$ cat src/rtl/gpmc_pkg.sv
// Shared types and constants for the GPMC-to-SRAM bridge.
package gpmc_pkg;

    localparam int GPMC_AD_W       = 16;
    localparam int SYNC_STAGES_DEF = 2;

    typedef enum logic [2:0] {
        ST_IDLE,
        ST_ADDR,
        ST_ACT,
        ST_RDREQ,
        ST_RDWAIT,
        ST_RDDRV,
        ST_WRCAP,
        ST_WRREQ
    } gpmc_state_t;

endpackage

$ cat src/rtl/gpmc_sram_arb_if.sv
// GPMC pad, local requester and SRAM port bundle for gpmc_sram_arb.
interface gpmc_sram_arb_if #(
    parameter int AW = 10
);
    import gpmc_pkg::*;

    logic                 GPMC_CSN;
    logic                 GPMC_ADVN;
    logic                 GPMC_OEN;
    logic                 GPMC_WEN;
    logic [GPMC_AD_W-1:0] gpmc_ad_in;
    logic [GPMC_AD_W-1:0] gpmc_ad_out;
    logic                 gpmc_ad_oe;

    logic                 loc_req;
    logic                 loc_we;
    logic [AW-1:0]        loc_addr;
    logic [GPMC_AD_W-1:0] loc_wdata;
    logic                 loc_gnt;
    logic [GPMC_AD_W-1:0] loc_rdata;
    logic                 loc_rvalid;

    logic                 ram_en;
    logic                 ram_we;
    logic [AW-1:0]        ram_addr;
    logic [GPMC_AD_W-1:0] ram_wdata;
    logic [GPMC_AD_W-1:0] ram_rdata;

    modport slave (
        input  GPMC_CSN, GPMC_ADVN, GPMC_OEN, GPMC_WEN, gpmc_ad_in,
        output gpmc_ad_out, gpmc_ad_oe,
        input  loc_req, loc_we, loc_addr, loc_wdata,
        output loc_gnt, loc_rdata, loc_rvalid,
        output ram_en, ram_we, ram_addr, ram_wdata,
        input  ram_rdata
    );

    modport master (
        output GPMC_CSN, GPMC_ADVN, GPMC_OEN, GPMC_WEN, gpmc_ad_in,
        input  gpmc_ad_out, gpmc_ad_oe,
        output loc_req, loc_we, loc_addr, loc_wdata,
        input  loc_gnt, loc_rdata, loc_rvalid,
        input  ram_en, ram_we, ram_addr, ram_wdata,
        output ram_rdata
    );

endinterface

$ cat src/rtl/gpmc_sync.sv
// Multi-stage synchroniser; strobes and AD share the same depth so they stay aligned.
module gpmc_sync #(
    parameter int           W       = 1,
    parameter int           STAGES  = 2,
    parameter logic [W-1:0] RST_VAL = '0
) (
    input  logic         clk,
    input  logic         rst,
    input  logic [W-1:0] d,
    output logic [W-1:0] q
);

    logic [STAGES-1:0][W-1:0] chain;

    always_ff @(posedge clk or posedge rst) begin
        if (rst) begin
            chain <= {STAGES{RST_VAL}};
        end else begin
            chain <= {chain[STAGES-2:0], d};
        end
    end

    assign q = chain[STAGES-1];

endmodule

$ cat src/rtl/gpmc_sram_arb.sv
// GPMC multiplexed-bus slave sequencing a single-port SRAM, shared with a
// lower-priority local requester that takes every cycle GPMC leaves free.
module gpmc_sram_arb
    import gpmc_pkg::*;
#(
    parameter int AW          = 10,
    parameter int SYNC_STAGES = SYNC_STAGES_DEF
) (
    input  logic           CLK,
    input  logic           RST,
    gpmc_sram_arb_if.slave bus
);

    logic [3:0]           s_strb;
    logic [GPMC_AD_W-1:0] s_ad;
    logic                 s_csn, s_advn, s_oen, s_wen;
    logic                 s_oen_d, s_wen_d;
    logic                 oe_fall, we_rise;

    gpmc_state_t          state, state_n;
    logic [AW-1:0]        addr_q;
    logic [GPMC_AD_W-1:0] data_q;

    logic                 ram_en, ram_we, gnt;
    logic [AW-1:0]        ram_addr;
    logic [GPMC_AD_W-1:0] ram_wdata;
    logic                 rd_pend;
    logic                 ad_oe, rvalid;
    logic [GPMC_AD_W-1:0] ad_out, rdata;

    gpmc_sync #(.W(4), .STAGES(SYNC_STAGES), .RST_VAL(4'hF)) u_sync_strb (
        .clk(CLK),
        .rst(RST),
        .d  ({bus.GPMC_CSN, bus.GPMC_ADVN, bus.GPMC_OEN, bus.GPMC_WEN}),
        .q  (s_strb)
    );

    gpmc_sync #(.W(GPMC_AD_W), .STAGES(SYNC_STAGES), .RST_VAL('0)) u_sync_ad (
        .clk(CLK),
        .rst(RST),
        .d  (bus.gpmc_ad_in),
        .q  (s_ad)
    );

    assign {s_csn, s_advn, s_oen, s_wen} = s_strb;
    assign oe_fall = s_oen_d & ~s_oen;
    assign we_rise = ~s_wen_d & s_wen;

    always_ff @(posedge CLK or posedge RST) begin
        if (RST) begin
            state   <= ST_IDLE;
            s_oen_d <= 1'b1;
            s_wen_d <= 1'b1;
        end else begin
            state   <= state_n;
            s_oen_d <= s_oen;
            s_wen_d <= s_wen;
        end
    end

    always_comb begin
        state_n = state;
        case (state)
            ST_IDLE:   if (!s_csn && !s_advn) state_n = ST_ADDR;
            ST_ADDR:   if (s_advn) state_n = ST_ACT;
            ST_ACT: begin
                if (oe_fall)     state_n = ST_RDREQ;
                else if (!s_wen) state_n = ST_WRCAP;
            end
            ST_RDREQ:  state_n = ST_RDWAIT;
            ST_RDWAIT: state_n = ST_RDDRV;
            ST_RDDRV:  if (s_oen) state_n = ST_ACT;
            ST_WRCAP:  if (we_rise) state_n = ST_WRREQ;
            ST_WRREQ:  state_n = ST_ACT;
            default:   state_n = ST_IDLE;
        endcase
        // Chip-select release aborts whatever GPMC op is in flight.
        if (s_csn) state_n = ST_IDLE;
    end

    always_ff @(posedge CLK or posedge RST) begin
        if (RST) begin
            addr_q <= '0;
            data_q <= '0;
        end else begin
            case (state)
                ST_ADDR:  addr_q <= s_ad[AW-1:0];
                ST_RDDRV: if (s_oen) addr_q <= addr_q + AW'(1);
                ST_WRCAP: data_q <= s_ad;
                ST_WRREQ: addr_q <= addr_q + AW'(1);
                default:  ;
            endcase
        end
    end

    always_comb begin
        ram_en    = 1'b0;
        ram_we    = 1'b0;
        ram_addr  = '0;
        ram_wdata = '0;
        gnt       = 1'b0;
        if (state == ST_RDREQ) begin
            ram_en   = 1'b1;
            ram_addr = addr_q;
        end else if (state == ST_WRREQ) begin
            ram_en    = 1'b1;
            ram_we    = 1'b1;
            ram_addr  = addr_q;
            ram_wdata = data_q;
        end else if (bus.loc_req) begin
            gnt       = 1'b1;
            ram_en    = 1'b1;
            ram_we    = bus.loc_we;
            ram_addr  = bus.loc_addr;
            ram_wdata = bus.loc_wdata;
        end
    end

    // Read data is captured in the cycle the RAM returns it, so rvalid and
    // rdata (like oe and ad_out) present together one cycle later.
    always_ff @(posedge CLK or posedge RST) begin
        if (RST) begin
            ad_oe   <= 1'b0;
            ad_out  <= '0;
            rd_pend <= 1'b0;
            rvalid  <= 1'b0;
            rdata   <= '0;
        end else begin
            ad_oe   <= (state_n == ST_RDDRV);
            if (state == ST_RDWAIT) ad_out <= bus.ram_rdata;
            rd_pend <= gnt & ~bus.loc_we;
            rvalid  <= rd_pend;
            if (rd_pend) rdata <= bus.ram_rdata;
        end
    end

    assign bus.ram_en      = ram_en;
    assign bus.ram_we      = ram_we;
    assign bus.ram_addr    = ram_addr;
    assign bus.ram_wdata   = ram_wdata;
    assign bus.loc_gnt     = gnt;
    assign bus.loc_rvalid  = rvalid;
    assign bus.loc_rdata   = rdata;
    assign bus.gpmc_ad_oe  = ad_oe;
    assign bus.gpmc_ad_out = ad_out;

endmodule
$ cat src/flat_wrapper.sv
// flat-port wrapper written by rule: the top's interface ports become plain ports
module gpmc_sram_arb_flat import gpmc_pkg::*;
#(
    parameter int AW          = 10,
    parameter int SYNC_STAGES = SYNC_STAGES_DEF
)
  (CLK, RST, bus_GPMC_CSN, bus_GPMC_ADVN, bus_GPMC_OEN, bus_GPMC_WEN, bus_gpmc_ad_in, bus_gpmc_ad_out, bus_gpmc_ad_oe, bus_loc_req, bus_loc_we, bus_loc_addr, bus_loc_wdata, bus_loc_gnt, bus_loc_rdata, bus_loc_rvalid, bus_ram_en, bus_ram_we, bus_ram_addr, bus_ram_wdata, bus_ram_rdata);
  gpmc_sram_arb_if #(.AW(AW)) bus_i ();
  input  logic CLK;
  input  logic RST;
  input wire logic [$bits(bus_i.GPMC_CSN)-1:0] bus_GPMC_CSN;
  input wire logic [$bits(bus_i.GPMC_ADVN)-1:0] bus_GPMC_ADVN;
  input wire logic [$bits(bus_i.GPMC_OEN)-1:0] bus_GPMC_OEN;
  input wire logic [$bits(bus_i.GPMC_WEN)-1:0] bus_GPMC_WEN;
  input wire logic [$bits(bus_i.gpmc_ad_in)-1:0] bus_gpmc_ad_in;
  output wire logic [$bits(bus_i.gpmc_ad_out)-1:0] bus_gpmc_ad_out;
  output wire logic [$bits(bus_i.gpmc_ad_oe)-1:0] bus_gpmc_ad_oe;
  input wire logic [$bits(bus_i.loc_req)-1:0] bus_loc_req;
  input wire logic [$bits(bus_i.loc_we)-1:0] bus_loc_we;
  input wire logic [$bits(bus_i.loc_addr)-1:0] bus_loc_addr;
  input wire logic [$bits(bus_i.loc_wdata)-1:0] bus_loc_wdata;
  output wire logic [$bits(bus_i.loc_gnt)-1:0] bus_loc_gnt;
  output wire logic [$bits(bus_i.loc_rdata)-1:0] bus_loc_rdata;
  output wire logic [$bits(bus_i.loc_rvalid)-1:0] bus_loc_rvalid;
  output wire logic [$bits(bus_i.ram_en)-1:0] bus_ram_en;
  output wire logic [$bits(bus_i.ram_we)-1:0] bus_ram_we;
  output wire logic [$bits(bus_i.ram_addr)-1:0] bus_ram_addr;
  output wire logic [$bits(bus_i.ram_wdata)-1:0] bus_ram_wdata;
  input wire logic [$bits(bus_i.ram_rdata)-1:0] bus_ram_rdata;
  assign bus_i.GPMC_CSN = bus_GPMC_CSN;
  assign bus_i.GPMC_ADVN = bus_GPMC_ADVN;
  assign bus_i.GPMC_OEN = bus_GPMC_OEN;
  assign bus_i.GPMC_WEN = bus_GPMC_WEN;
  assign bus_i.gpmc_ad_in = bus_gpmc_ad_in;
  assign bus_gpmc_ad_out = bus_i.gpmc_ad_out;
  assign bus_gpmc_ad_oe = bus_i.gpmc_ad_oe;
  assign bus_i.loc_req = bus_loc_req;
  assign bus_i.loc_we = bus_loc_we;
  assign bus_i.loc_addr = bus_loc_addr;
  assign bus_i.loc_wdata = bus_loc_wdata;
  assign bus_loc_gnt = bus_i.loc_gnt;
  assign bus_loc_rdata = bus_i.loc_rdata;
  assign bus_loc_rvalid = bus_i.loc_rvalid;
  assign bus_ram_en = bus_i.ram_en;
  assign bus_ram_we = bus_i.ram_we;
  assign bus_ram_addr = bus_i.ram_addr;
  assign bus_ram_wdata = bus_i.ram_wdata;
  assign bus_i.ram_rdata = bus_ram_rdata;
  gpmc_sram_arb #(.AW(AW), .SYNC_STAGES(SYNC_STAGES)) u_core (.CLK(CLK), .RST(RST), .bus(bus_i));
endmodule
$ cat config.mk
export PLATFORM = sky130hd
export DESIGN_NAME = gpmc_sram_arb_flat
export DESIGN_NICKNAME = d
export VERILOG_FILES = /design/src/rtl/gpmc_pkg.sv /design/src/rtl/gpmc_sram_arb_if.sv /design/src/rtl/gpmc_sync.sv /design/src/rtl/gpmc_sram_arb.sv /design/src/flat_wrapper.sv
export SDC_FILE = /design/constraint.sdc
export NUM_CORES = 1
export LEC_CHECK = 0
export CORE_MARGIN = 2
export CORE_UTILIZATION = 47
export DETAILED_ROUTE_END_ITERATION = 8
export MAX_ROUTING_LAYER = met4
export PLACE_DENSITY = 0.78
export SYNTH_ARGS = -nofsm -noshare
export SYNTH_HDL_FRONTEND = slang
export SYNTH_HIERARCHICAL = 1
export SYNTH_SLANG_ARGS = --single-unit
$ cat constraint.sdc
create_clock -name CLK -period 2.8 [get_ports CLK]
set_input_delay 0.42 -clock CLK [delete_from_list [all_inputs] [get_ports CLK]]
set_output_delay 0.42 -clock CLK [all_outputs]
set_load 0.02 [all_outputs]
==> impl_metrics.env, run 1 <==
export IMPL_die_area_um2=10060
export IMPL_cts_sinks=106
export IMPL_io_pins=129
export IMPL_ff2ff_setup_slack_ns=0.93
export IMPL_cts_clk_slew_worst_paths_ns=0.10
export IMPL_min_period_over_period=0.9263
export IMPL_stdcell_count=559
export IMPL_grt_pass1_wl_mm=15.06
export IMPL_synth_cell_types=43
export IMPL_startpoint="u_core/state[1]$_DFF_PP0_"
export IMPL_crit_type="flip-flop to output pin"
export IMPL_peakVddDrop_mv=0.3544
export IMPL_port_buffers=128
export IMPL_globalplace_congestion=0.8503
export IMPL_via_per_inst=5.256
export IMPL_r2r_start="u_core/state[0]$_DFF_PP0_"
export IMPL_antenna_found_initial=0
export IMPL_initial_core_util=0.4787
export IMPL_worstMarginPinSlew_ns=0.7076
export IMPL_core_um2=9109
export IMPL_min_period_ns=2.594
export IMPL_final_hold_viol_count=0
export IMPL_fin_setup_tns_ns=0
export IMPL_cp_data_required_time_ns=2.38
export IMPL_worst_path_max_delay_cell="clkdlybuf4s50_1"
export IMPL_synth_area_leaders="dfrtp_1 55%, mux2_2 9.8%, dfstp_2 6.0%"
export IMPL_cts_hold_buf=0
export IMPL_postSynthCellCount=332
export IMPL_cts_buffers=9
export IMPL_endpoint_kind="output pin"
export IMPL_final_area_um2=5812
export IMPL_areaGrowthSynthToFinish_pct=33.29
export IMPL_ant_nets=0
export IMPL_worstRegToRegCells=5
export IMPL_r2r_end="u_core/addr_q[6]$_DFFE_PP0P_"
export IMPL_powerDensity_nw_per_um2=782.2
export IMPL_async_flop_share=1.000
export IMPL_critPathMaxFanout=16
export IMPL_slew_headroom=0.5283
export IMPL_drtIter0Drc=161
export IMPL_nFillCells=686
export IMPL_yosys_warnings=6
export IMPL_drive_gt1_frac=0.2165
export IMPL_startpoint_type="flip-flop"
export IMPL_synth_edf_count=0
export IMPL_critPathMaxStageDelay_ns=0.61
export IMPL_grt_overflow=0
export IMPL_clock_fmax_mhz=385.6
export IMPL_slew_viol_final=0
export IMPL_setup_viol=0
export IMPL_synthFlopType="dfrtp_1"
export IMPL_drc=0
export IMPL_final_nets=510
export IMPL_clock_latency_ns=0.37
export IMPL_die_x_um=100.3
export IMPL_synth_largest_area_cell="dfrtp_1"
export IMPL_setup_worst_path_end="bus_ram_wdata[2]"
export IMPL_ys_seq_area_frac=0.6112
export IMPL_drt_pass1_iterations=4
export IMPL_dpl_cell_area_um2=5585
export IMPL_rsz0062_at_grt="no"
export IMPL_path_cells="and2_1 -> nor2b_1 -> buf_4 -> a22o_1 -> clkdlybuf4s50_1"
export IMPL_cellLeakagePower_nw=2.504
export IMPL_crit_buf_inv=2
export IMPL_cts_setup_buffers=0
export IMPL_drt_wl_total_mm=9.453
export IMPL_fp_dieH_um=100.3
export IMPL_fp_row_count=35
export IMPL_max_cap_violations=0
export IMPL_antenna_cells=0
export IMPL_grt_pass1_vias=2943
export IMPL_critPathTopFamily="buffers and inverters"
export IMPL_grt_start_max_net_pins=33
export IMPL_hpwl_mm=7.009
export IMPL_worst_hold_path_type="primary input to async pin"
export IMPL_wl_per_cell_um=16.91
export IMPL_tritoncts="done"
export IMPL_grt_total_usage=0.2007
export IMPL_status="completed"
export IMPL_synthesis_area_um2=4360
export IMPL_placed_cells=543
export IMPL_finalClockSkew_ns=0.009476
export IMPL_root_buffer="clkbuf_8"
export IMPL_synth_top_area_frac=0.5509
export IMPL_critPathArrivalTime_ns=2.17
export IMPL_clockBufferDepth=2
export IMPL_cts_max_level=3
export IMPL_num_vias=2938
export IMPL_syn_avg_cell_area_um2=13.13
export IMPL_postSynthRegisterBits=106
export IMPL_synth_net_count=399
export IMPL_path_depth=5
-- logic make-up (layout without fill, tap and decap cells) --
| logic type | Yosys count | in the layout | synth area share |
|---|---|---|---|
| AND/OR/NAND/NOR | 66 | 66 | 0.08063 |
| adder cells (fa/ha/maj) | 1 | 1 | 0.002869 |
| flip-flops | 106 | 106 | 0.6112 |
| multiplexers | 50 | 50 | 0.1383 |
| buffers and inverters | 46 | 162 | 0.06973 |
| AO/OA/AOI/OAI | 63 | 63 | 0.09728 |
-- stage by stage --
step           power, W  setup WS, ns    util  hold WS, ns
3_5_place_dp   0.003592        0.3327  0.6132       0.3347
6_report       0.004546        0.2064  0.6380       0.3329
5_1_grt        0.004789       0.09510  0.6380       0.3442
2_1_floorplan  0.002972        0.7285       -       0.3312
3_3_place_gp   0.003536        0.3475  0.6132       0.3320
4_1_cts        0.004581       0.01777  0.6379       0.3282
-- metal layers --
metal  vias up  track usage  wire, um
met5         -            -         0
met3        13      0.03900       638
met2       134       0.3252      4706
met4         0      0.06744       142
met1      1429       0.2553      3965
li1       1362            -         -
-- registers in the layout, summed over array words and instances, names as in the netlist --
signal and count:
u_core/bus.gpmc_ad_out 16, u_core/data_q 16, u_core/s_wen_d 1, u_core/rd_pend 1, u_core/bus.loc_rvalid 1, u_core/u_sync_strb/q 4, u_core/addr_q 10, u_core/bus.gpmc_ad_oe 1
u_core/u_sync_ad/q 16, u_core/s_oen_d 1, u_core/u_sync_strb/chain 4, u_core/state 3, u_core/u_sync_ad/chain 16, u_core/bus.loc_rdata 16
-- cell usage after synthesis (3+ instances only) --
library cell / instances
nand2_1: 33
buf_4: 22
a22o_1: 13
a21oi_1: 11
dfstp_2: 10
nor2b_1: 4
a2bb2oi_1: 5
clkbuf_1: 4
mux2_4: 11
mux2_2: 38
inv_1: 5
o21ai_0: 19
o22ai_1: 6
buf_6: 3
dfrtp_1: 96
nor2_1: 4
buf_2: 8
nand3_1: 8
-- report_power, final --
part / internal, W / total [W] / switching, W
sequential: 0.00189 / 0.00214 / 0.000254
clock: 0.000439 / 0.000989 / 0.000550
combinational: 0.000782 / 0.00142 / 0.000633
-- how the worst min path moves through the flow --
stage                                              from                               to  slack [ns]  depth (start not counted)
floorplan           u_core/u_sync_ad/chain[0]$_DFF_PP0_  u_core/u_sync_ad/q[0]$_DFF_PP0_        0.33                          0
global placement    u_core/u_sync_ad/chain[2]$_DFF_PP0_  u_core/u_sync_ad/q[2]$_DFF_PP0_        0.33                          0
detailed placement  u_core/u_sync_ad/chain[3]$_DFF_PP0_  u_core/u_sync_ad/q[3]$_DFF_PP0_        0.33                          0
CTS                                                 RST     u_core/data_q[3]$_DFFE_PP0N_        0.33                          2
global route                                        RST     u_core/data_q[3]$_DFFE_PP0N_        0.34                          2
finish                                              RST     u_core/data_q[3]$_DFFE_PP0N_        0.33                          2
-- placed cells by master (no fill, tap or decap), drive strengths merged, types with 2 or more instances in the layout --
cell | synthesis | layout
and3 | 2 | 2
nand4 | 2 | 2
nor3b | 2 | 2
inv | 7 | 8
dfrtp | 96 | 96
a22o | 13 | 13
mux2 | 49 | 49
clkbuf | 4 | 9
dfstp | 10 | 10
nor3 | 3 | 3
clkinv | 0 | 5
nand2b | 2 | 2
clkdlybuf4s50 | 0 | 128
nand3 | 8 | 8
buf | 35 | 11
a2bb2oi | 5 | 5
o21ai | 19 | 19
and2 | 2 | 2
nor2b | 4 | 4
nor2 | 4 | 4
a31oi | 2 | 2
a21oi | 12 | 12
nand2 | 33 | 33
o22ai | 6 | 6
-- area by class of cell --
class / instances / area (um2) / area share
clock buffers: 9 / 123.9 / 0.02131
repair buffers: 139 / 1364 / 0.2347
well taps: 111 / 138.9 / 0.02390
clock inverters: 7 / 101.3 / 0.01744
inverters: 7 / 26.28 / 0.004521
flip-flops and latches: 106 / 2665 / 0.4586
multi-input cells: 180 / 1393 / 0.2396
-- timing repair --
item / 4_1_cts / 5_1_grt
hold endpoints to repair: 0 / 0
gates resized for setup: 0 / 1
setup endpoints to repair: 0 / 13
(Power assumes the default switching activity.)
==> run 2: changes to the inputs <==
CORE_UTILIZATION = 45   (was 47)
PLACE_DENSITY = 0.75   (was 0.78)
==> run 2 against run 1 <==
  * Final area about the same
  * Via count down 0.75%
  * Sequential cell count unchanged
  * Clock skew up 0.0093 ns
  * Cell count up 3.2%
  * Count of clock-buffer cells in the layout unchanged
  * Sequential share of layout area about the same
  * Largest cell class unchanged
==> impl_metrics.env, run 2 (synthesis gave the netlist of run 1 again) <==
export IMPL_wl_per_cell_um=16.29
export IMPL_initial_core_util=0.4675
export IMPL_endpoint_kind="output pin"
export IMPL_cellLeakagePower_nw=2.495
export IMPL_fp_row_count=35
export IMPL_worst_hold_path_type="flip-flop to flip-flop"
export IMPL_globalplace_congestion=0.8751
export IMPL_peakVddDrop_mv=0.4270
export IMPL_grt_pass1_wl_mm=15.15
export IMPL_powerDensity_nw_per_um2=771.6
export IMPL_slew_viol_final=0
export IMPL_grt_pass1_vias=2980
export IMPL_cts_max_level=3
export IMPL_status="completed"
export IMPL_setup_viol=0
export IMPL_drt_wl_total_mm=9.398
export IMPL_min_period_ns=2.624
export IMPL_holdWs_ns=0.3598
export IMPL_startpoint_type="flip-flop"
export IMPL_cts_sinks=106
export IMPL_via_per_inst=5.054
export IMPL_ant_nets=0
export IMPL_layout_common_cells="128 x clkdlybuf4s50_1, 96 x dfrtp_1, 38 x mux2_2"
export IMPL_die_area_um2=10490
export IMPL_grt_start_max_net_pins=33
export IMPL_drc=0
export IMPL_clockBufferDepth=2
export IMPL_drt_pass1_iterations=4
export IMPL_crit_type="flip-flop to output pin"
export IMPL_cp_data_required_time_ns=2.38
export IMPL_areaGrowthSynthToFinish_pct=33.31
export IMPL_cts_hold_buf=0
export IMPL_drtIter0Drc=131
export IMPL_fp_dieH_um=102.4
export IMPL_critPathArrivalTime_ns=2.20
export IMPL_io_pins=129
export IMPL_die_x_um=102.4
export IMPL_finalClockSkew_ns=0.01879
export IMPL_num_vias=2916
export IMPL_root_buffer="clkbuf_8"
export IMPL_cts_setup_buffers=0
export IMPL_port_buffers=128
export IMPL_final_nets=510
export IMPL_cts_buffers=9
export IMPL_critPathMaxFanout=14
export IMPL_slew_headroom=0.4887
export IMPL_core_um2=9328
export IMPL_cts_resized=0
export IMPL_final_hold_viol_count=0
export IMPL_tritoncts="done"
export IMPL_min_period_over_period=0.9372
export IMPL_worstMarginPinSlew_ns=0.7669
export IMPL_grt_total_usage=0.1976
export IMPL_clock_fmax_mhz=381.1
export IMPL_drive_gt1_frac=0.2143
export IMPL_antenna_cells=0
export IMPL_hpwl_mm=6.899
export IMPL_cts_clk_slew_worst_paths_ns=0.11
export IMPL_grt_overflow=0
export IMPL_rsz0062_at_grt="no"
export IMPL_max_cap_violations=0
export IMPL_clock_latency_ns=0.37
export IMPL_antenna_found_initial=0
export IMPL_fin_setup_tns_ns=0
export IMPL_layout_commonest_cell="clkdlybuf4s50_1"
run 2: worst max-delay path, cell delays in order (launching register included):
cell and delay (ns):
dfrtp_1 0.37, and3_1 0.59, a22o_1 0.25, clkdlybuf4s50_1 0.61
run 2: stage by stage:
stage / std cells / power [W] / area, um2 / setup slack, ns / util
detailed placement: 561 / 0.003591 / 5608 / 0.3478 / 0.6012
CTS: 577 / 0.004528 / 5813 / 0.1614 / 0.6232
floorplan: 332 / 0.002972 / 4360 / 0.7285 / -
finish: 577 / 0.004485 / 5813 / 0.1757 / 0.6232
global route: 577 / 0.004723 / 5813 / 0.06208 / 0.6232
global placement: 561 / 0.003540 / 5608 / 0.3488 / 0.6012
run 2: final cells by class:
type,count,area [um2]
multi-input combinational,180,1391
fill,742,3515
inverter,7,26.28
clock buffer,9,123.9
clock inverter,7,81.33
timing repair buffer,139,1364
tap,129,161.4
sequential,106,2665
run 2: path summary, 6_finish.rpt:
path | from | to | slack (ns) | cells past startpoint
min in group asynchronous | RST | u_core/bus.gpmc_ad_out[8]$_DFFE_PP0P_ | 0.50 | 2
setup reg to reg | u_core/state[0]$_DFF_PP0_ | u_core/addr_q[4]$_DFFE_PP0P_ | 1.07 | 5
hold reg to reg | u_core/u_sync_ad/chain[7]$_DFF_PP0_ | u_core/u_sync_ad/q[7]$_DFF_PP0_ | 0.36 | 0
max in group asynchronous | RST | u_core/addr_q[4]$_DFFE_PP0P_ | 1.60 | 3
hold / removal | u_core/u_sync_ad/chain[7]$_DFF_PP0_ | u_core/u_sync_ad/q[7]$_DFF_PP0_ | 0.36 | 0
setup / recovery | u_core/state[1]$_DFF_PP0_ | bus_ram_wdata[1] | 0.18 | 3
run 2: metal layers:
layer	global-route usage	routed length, um	vias to the layer above
met5	-	0	-
met4	0.06667	112	0
met3	0.04309	486	7
met2	0.3268	4879	89
met1	0.2412	3920	1460
li1	-	-	1360
run 2: power by group:
part           leakage (nW)  internal, W  switching [W]  total [W]
Clock                 0.103     0.000356       0.000570   0.000925
Combinational          1.13     0.000782       0.000629    0.00141
Sequential             1.26      0.00189       0.000262    0.00215
